<file path="config.mk">
export PLATFORM = sky130hd
export DESIGN_NAME = regfile_mp
export DESIGN_NICKNAME = d
export VERILOG_FILES = /design/src/rtl/regfile_mp.sv
export SDC_FILE = /design/constraint.sdc
export NUM_CORES = 2
export LEC_CHECK = 0
export CORE_ASPECT_RATIO = 1.1
export CORE_UTILIZATION = 40
export CTS_BUF_LIST = sky130_fd_sc_hd__clkbuf_8
export CTS_CLUSTER_SIZE = 8
export DETAILED_ROUTE_END_ITERATION = 16
export GPL_TIMING_DRIVEN = 1
export HOLD_SLACK_MARGIN = 0.06
export PLACE_DENSITY = 0.57
export SLEW_MARGIN = 15
export SYNTH_ARGS = -nofsm -noshare
export SYNTH_HDL_FRONTEND = slang
export SYNTH_SLANG_ARGS = --single-unit
</file>
<file path="constraint.sdc">
create_clock -name clk -period 2.1 [get_ports clk]
set_input_delay 0.21 -clock clk [delete_from_list [all_inputs] [get_ports clk]]
set_output_delay 0.21 -clock clk [all_outputs]
set_load 0.005 [all_outputs]
</file>
<file path="src/rtl/regfile_mp.sv">
`default_nettype none
// regfile_mp: multi-port GPR array with a per-register busy scoreboard; r0 reads as zero.
// Optional write-to-read forwarding with RF_BYPASS_EN. Rev 1.0
module regfile_mp #(
  parameter int ADDR_WIDTH = 5,
  parameter int DATA_WIDTH = 32,
  parameter int NR_READ    = 2,
  parameter int NR_WRITE   = 2
) (
  input  logic                           clk,
  input  logic                           rst_n,
  input  logic [NR_WRITE-1:0]            wen,
  input  logic [NR_WRITE*ADDR_WIDTH-1:0] waddr,
  input  logic [NR_WRITE*DATA_WIDTH-1:0] wdata,
  input  logic [NR_READ*ADDR_WIDTH-1:0]  raddr,
  output logic [NR_READ*DATA_WIDTH-1:0]  rdata,
  output logic [NR_READ-1:0]             rbusy,
  input  logic                           issue_en,
  input  logic [ADDR_WIDTH-1:0]          issue_addr,
  output logic                           conflict_err
);

  localparam int DEPTH = 2 ** ADDR_WIDTH;

  logic [DATA_WIDTH-1:0] rf_q [DEPTH];
  logic [DATA_WIDTH-1:0] rf_d [DEPTH];
  logic [DEPTH-1:0]      busy_q, busy_d;
  logic                  conflict_q, conflict_d;
  logic [NR_WRITE-1:0]   wr_eff;

  for (genvar k = 0; k < NR_WRITE; k++) begin : g_wr
    assign wr_eff[k] = wen[k] && (waddr[k*ADDR_WIDTH +: ADDR_WIDTH] != '0);
  end

  // Ascending port order lets the higher-index port win; issue is applied last so set beats clear.
  always_comb begin
    rf_d       = rf_q;
    busy_d     = busy_q;
    conflict_d = conflict_q;
    for (int k = 0; k < NR_WRITE; k++) begin
      if (wr_eff[k]) begin
        rf_d[waddr[k*ADDR_WIDTH +: ADDR_WIDTH]]   = wdata[k*DATA_WIDTH +: DATA_WIDTH];
        busy_d[waddr[k*ADDR_WIDTH +: ADDR_WIDTH]] = 1'b0;
      end
    end
    if (issue_en && (issue_addr != '0)) begin
      busy_d[issue_addr] = 1'b1;
    end
    for (int k = 1; k < NR_WRITE; k++) begin
      for (int j = 0; j < k; j++) begin
        if (wr_eff[k] && wr_eff[j] &&
            (waddr[k*ADDR_WIDTH +: ADDR_WIDTH] == waddr[j*ADDR_WIDTH +: ADDR_WIDTH])) begin
          conflict_d = 1'b1;
        end
      end
    end
  end

  always_ff @(posedge clk or negedge rst_n) begin
    if (!rst_n) begin
      rf_q       <= '{default: '0};
      busy_q     <= '0;
      conflict_q <= 1'b0;
    end else begin
      rf_q       <= rf_d;
      busy_q     <= busy_d;
      conflict_q <= conflict_d;
    end
  end

  assign conflict_err = conflict_q;

  for (genvar i = 0; i < NR_READ; i++) begin : g_rd
    logic [ADDR_WIDTH-1:0] ra;
    logic [DATA_WIDTH-1:0] rd;
    logic                  rb;

    assign ra = raddr[i*ADDR_WIDTH +: ADDR_WIDTH];

    always_comb begin
      rd = rf_q[ra];
      rb = busy_q[ra];
`ifdef RF_BYPASS_EN
      // Forwarding is gated by reset so reads stay zero while reset is held.
      if (rst_n) begin
        for (int k = 0; k < NR_WRITE; k++) begin
          if (wen[k] && (waddr[k*ADDR_WIDTH +: ADDR_WIDTH] == ra)) begin
            rd = wdata[k*DATA_WIDTH +: DATA_WIDTH];
            rb = issue_en && (issue_addr == ra);
          end
        end
      end
`endif
      if (ra == '0) begin
        rd = '0;
        rb = 1'b0;
      end
    end

    assign rdata[i*DATA_WIDTH +: DATA_WIDTH] = rd;
    assign rbusy[i]                          = rb;
  end

endmodule
`default_nettype wire
</file>
Word-level counts from Yosys, hierarchy flattened

Index checks and enable logic that the tools add are counted.
Widths: inputs -> output; s select.

Register bits: 1057
Output and inout port bits: 67
Input bits: 94

Reduce and logical (&&, ||, !) cells: 15
Equal/unequal tests: 1
Bitwise logic cells: 9
Magnitude comparators: 14
Multiplexer cells: 31

Operators by type and width:

| cell               | count |
|---|---|
| $bwmux 1024        | 2 |
| $mux 1024          | 2 |
| $mux 32            | 11 |
| $bmux 32 s5        | 2 |
| $demux 32 s5       | 2 |
| $and 32x32->32     | 2 |
| $not 32->32        | 2 |
| $or 32x32->32      | 1 |
| $lt 5x6->1 const B | 5 |
| $ge 6x6->1 const B | 4 |
| $not 5->6          | 4 |
| $demux 1 s5        | 3 |
| $ge 5x1->1 const B | 3 |
| $reduce_bool 5->1  | 3 |
| $lt 6x1->1 const B | 2 |
| $bmux 1 s5         | 2 |
| $logic_and 1x1->1  | 10 |
| $logic_not 5->1    | 2 |
| $mux 1             | 7 |
| $eq 5x5->1         | 1 |

Depth between registers and ports, before layout

Word-level depth: 11
Depth in mapped cells: 9
Mapped depth without buffers: 4

Worst setup path after synthesis

OpenSTA, ideal clock, no wires.

Path kind: input-to-output
Start: in raddr[1]
End: out rbusy[0]
Data required time: 1890 ps
Arrival time: 1630 ps
Path buffers: 4
Cell stages on the path: 8
Path slack: 260 ps
Cells stage by stage: buf_4 -> buf_4 -> buf_2 -> mux4_2 -> mux2_2 -> o21ai_0 -> a311oi_1 -> buf_4

Word-level cells in the longest chain between the ends: 3
Elaborated cells between the ends (all ways): 4
Classes of those cells: mux: 3; reduce/logical: 1

Ends and longest elaborated chain:

| element                      | line | RTL |
|---|---|---|
| start, declared              | 15   | `input logic [NR_READ*ADDR_WIDTH-1:0] raddr,` |
| $bmux 1 s5                   | 82   | `rb = busy_q[ra];` |
| $mux 1 (not written as such) | 82   |  |
| $mux 1 *                     | 94   | `if (ra == '0) begin` |
| end, declared                | 17   | `output logic [NR_READ-1:0] rbusy,` |

Every way passes the cells marked *; elsewhere a longest branch is shown, timed or not. The select of a mux whose other input is x is not followed.

Final worst setup path

Start: reg rf_q[760] in the netlist's numbering
End: out rdata[56]

Word-level cells in the longest chain between the ends: 4

Ends and longest elaborated chain:

| element                                     | line | RTL |
|---|---|---|
| start, declared                             | 25   | `logic [DATA_WIDTH-1:0] rf_q [DEPTH];` |
| start signal, assigned                      | 65   | `rf_q <= rf_d;` |
| $bmux 32 s5                                 | 81   | `rd = rf_q[ra];` |
| $mux 32 (not written as such) (2 in series) | 81   |  |
| $mux 32                                     | 94   |  |
| end, declared                               | 16   | `output logic [NR_READ*DATA_WIDTH-1:0] rdata,` |

Every way passes these cells. The select of a mux whose other input is x is not followed.

==> summary.txt <==
Timing
  • Fin crit share: 1.420
  • Final WS setup: -882.0 ps
  • Slew HR: 0.5691
  • Final Slew Violations: 0
  • Final setup skew: 0 ps
  • Tmin final: 2982 ps
  • Final setup fails: 66
  • Measured slew at the worst slew-check pin: 646.3 ps
  • Max frequency: 0.3353 GHz
  • Hold Fails Final Rpt: 0
  • RSZ-0062 raised after global routing: true

Finish
  • Design area: 84,200 um^2
  • Area growth, synth to finish: 27.93%
  • Ratio of cells with drive above 1 in the final layout: 0.3266
  • Nets: 6,906
  • Layout Utilization: 0.5175

Worst setup path
  • CP Data Arrival Time: 2770 ps
  • CP max FO: 2
  • Crit path kind: flip-flop to primary output
  • CP Launch Type: flip-flop
  • Worst setup EP type: primary output
  • Critical Path RT: 1890 ps

Hold path
  • Worst hold-check path type: input port to flip-flop

Clock tree
  • H-tree depth: 4
  • CTS root buffer: clkbuf_8
  • TritonCTS buffer count: 184
  • Clock Path Buffers: 3
  • Insertion delay to the later sink of the worst-skew pair: 980 ps
  • CTS tree: built
  • Clock slew at reported path FFs: 70 ps
  • Clock sinks: 1,057

Die
  • Die X: 388.8 um
  • Core ar.: 162,700 um^2
  • Starting Density: 0.4045
  • I/O pin total: 161
  • Area of the die: 166,200 um^2
  • # rows: 155
  • Die height: 427.5 um

Pwr
  • Leak: 36.77 nW
  • Total power: 0.07235 W
  • Pwr Density: 859.2 nW/um^2
  • Maximum vdd drop: 0.0007812 V

Synth
  • Mean Syn Cell Area: 10.64 um^2
  • Post-Synthesis Cells: 6,184
  • Cell Area, Synth: 65,820 um^2
  • Post-synth EDFFs: 0
  • FF+latch count, synth: 1,057
  • Top_reg_cell synth: dfrtp_1
  • Yosys Warn Count: 0
  • Mapped Nets: 6,278
  • Sequential element share of the synthesized area: 0.4018
  • Unique cell type count in the Yosys netlist: 62
  • Ys async rst share: 1.000

Drt
  • DRC Markers: 0
  • First DRT Iteration DRCs: 8,487
  • Via density: 6.542
  • Post-route ant nets: 0
  • Via Count: 59,440
  • DRT Pass-1 Iters: 7
  • WL/cell: 33.66 um
  • WL final: 305.8 mm

GRT
  • Remaining Overflow, GRT: 0
  • Largest net degree at the start of global routing: 83
  • Antenna violations before repair: 6
  • Vias in the first global route: 57,490
  • Overall routing resource usage: 0.3626
  • First-pass GRT wire length: 429.5 mm

Outcome
  • Failing checks: setup timing
  • Outcome: complete, but fails checks

Placed design
  • DP HPWL: 204.1 mm
  • Gpl congestion: 0.9895
  • # port buffers: 160
  • Placed Area: 77,930 um^2

Flow run
  • Max Cap Violations: 0
per-layer routing:
layer	share of wire	global-route usage	vias to the layer above
met5	0.00021	0.001732	-
met4	0.071	0.2357	8
met3	0.12	0.1019	1125
met2	0.42	0.5232	4378
met1	0.38	0.4770	29770
li1	-	-	24160
final timing paths:
kind	end	slack [ps]	startpoint	depth (start not counted)
max reg2reg	rf_q[890]	810	rf_q[890]	3
max in group asynchronous	rf_q[690]	890	rst_n	5
min	conflict_err	120	waddr[7]	3
min reg2reg	rf_q[1010]	390	rf_q[1010]	0
min in group asynchronous	rf_q[514]	500	rst_n	4
max	rdata[56]	-880	rf_q[760]	7
layout make-up:
cell class	instances	area [um^2]
Antenna cell	7	17.52
Clock buffer	238	3276
Clock inverter	95	515.5
Fill cell	14150	78510
Inverter	5	23.77
Multi-Input combinational cell	4328	38070
Sequential cell	1057	26450
Tap cell	2119	2651
Timing Repair Buffer	1236	13200
report_power, final:
group / switching, W / internal, W / total [W]
sequential: 0.00438 / 0.0257 / 0.0300
combinational: 0.00989 / 0.0124 / 0.0223
clock: 0.00972 / 0.0103 / 0.0200
logic make-up (layout without fill, tap and decap cells):
| family | count (synthesis) | count (layout) | share of synthesized area |
|---|---|---|---|
| buf+inv | 799 | 1574 | 0.05667 |
| flops | 1057 | 1057 | 0.4018 |
| simple gates | 1267 | 1267 | 0.08176 |
| mux | 1533 | 1533 | 0.3222 |
| xor+xnor | 4 | 4 | 0.0005323 |
| compound gates | 1524 | 1524 | 0.1370 |
| other cells | 0 | 7 | 0 |
worst max-delay path, stage by stage (launching register included):
cell and delay [ps]:
dfrtp_1 410, buf_6 130, mux4_2 460, mux2_4 280, o21ai_2 100, a311oi_1 50
buf_4 210, buf_6 120
state kept, by name, summed over array words and instances (netlist names):
signal	count
conflict_err	1
busy_q	32
rf_q	1024
metrics by stage:
step / instances / setup WS (ps) / setup TNS [ps] / hold slack [ps]
after CTS: 9058 / -952.2 / -51730 / 64.57
after detailed placement: 8675 / -979.8 / -94520 / 150.1
after global routing: 9079 / -920.9 / -50890 / 130.4
after global placement: 8675 / -959.1 / -102130 / 148.7
final: 9085 / -882.0 / -48330 / 122.1
after floorplan: 6184 / 259.8 / 0 / -85.59
synthesized netlist by cell type, drive strengths merged (66+ instances only):
library cell,instances,share of area
mux2,66,0.011
nor2,677,0.039
o21ai,472,0.036
a32oi,116,0.015
a311oi,66,0.0088
nand2,417,0.024
a22oi,66,0.0075
mux4,462,0.16
mux2i,1005,0.15
a211oi,66,0.0075
a21oi,640,0.049
nor2b,81,0.0077
dfrtp,1057,0.40
buf,297,0.028
clkbuf,497,0.028
timing repair:
action                                  in CTS  in global routing
hold buffers                                31                  0
pin swaps                                  110                 65
gates resized for setup                    664                102
endpoints found under the setup margin      67                 66
endpoints found under the hold margin     1371                  0
buffers inserted                            54                 22
cells in the final DEF (no fill, tap or decap), types with 21 or more instances in the layout:
cell type	instances
a211oi_2	52
a21oi_1	640
a221oi_1	21
a221oi_2	29
a22oi_1	49
a311oi_2	36
a311oi_4	22
a32oi_1	116
buf_12	286
buf_2	58
buf_4	730
buf_6	44
clkbuf_8	238
clkdlybuf4s50_1	82
dfrtp_1	1055
dlygate4sd3_1	30
inv_1	67
mux2_2	23
mux2_4	43
mux2i_1	1000
mux4_2	462
nand2_1	405
nor2_1	659
nor2b_1	59
nor2b_4	21
o21ai_0	315
o21ai_1	87
o21ai_2	49
o21ai_4	21
Note: power is estimated with default switching activity, not from simulation.
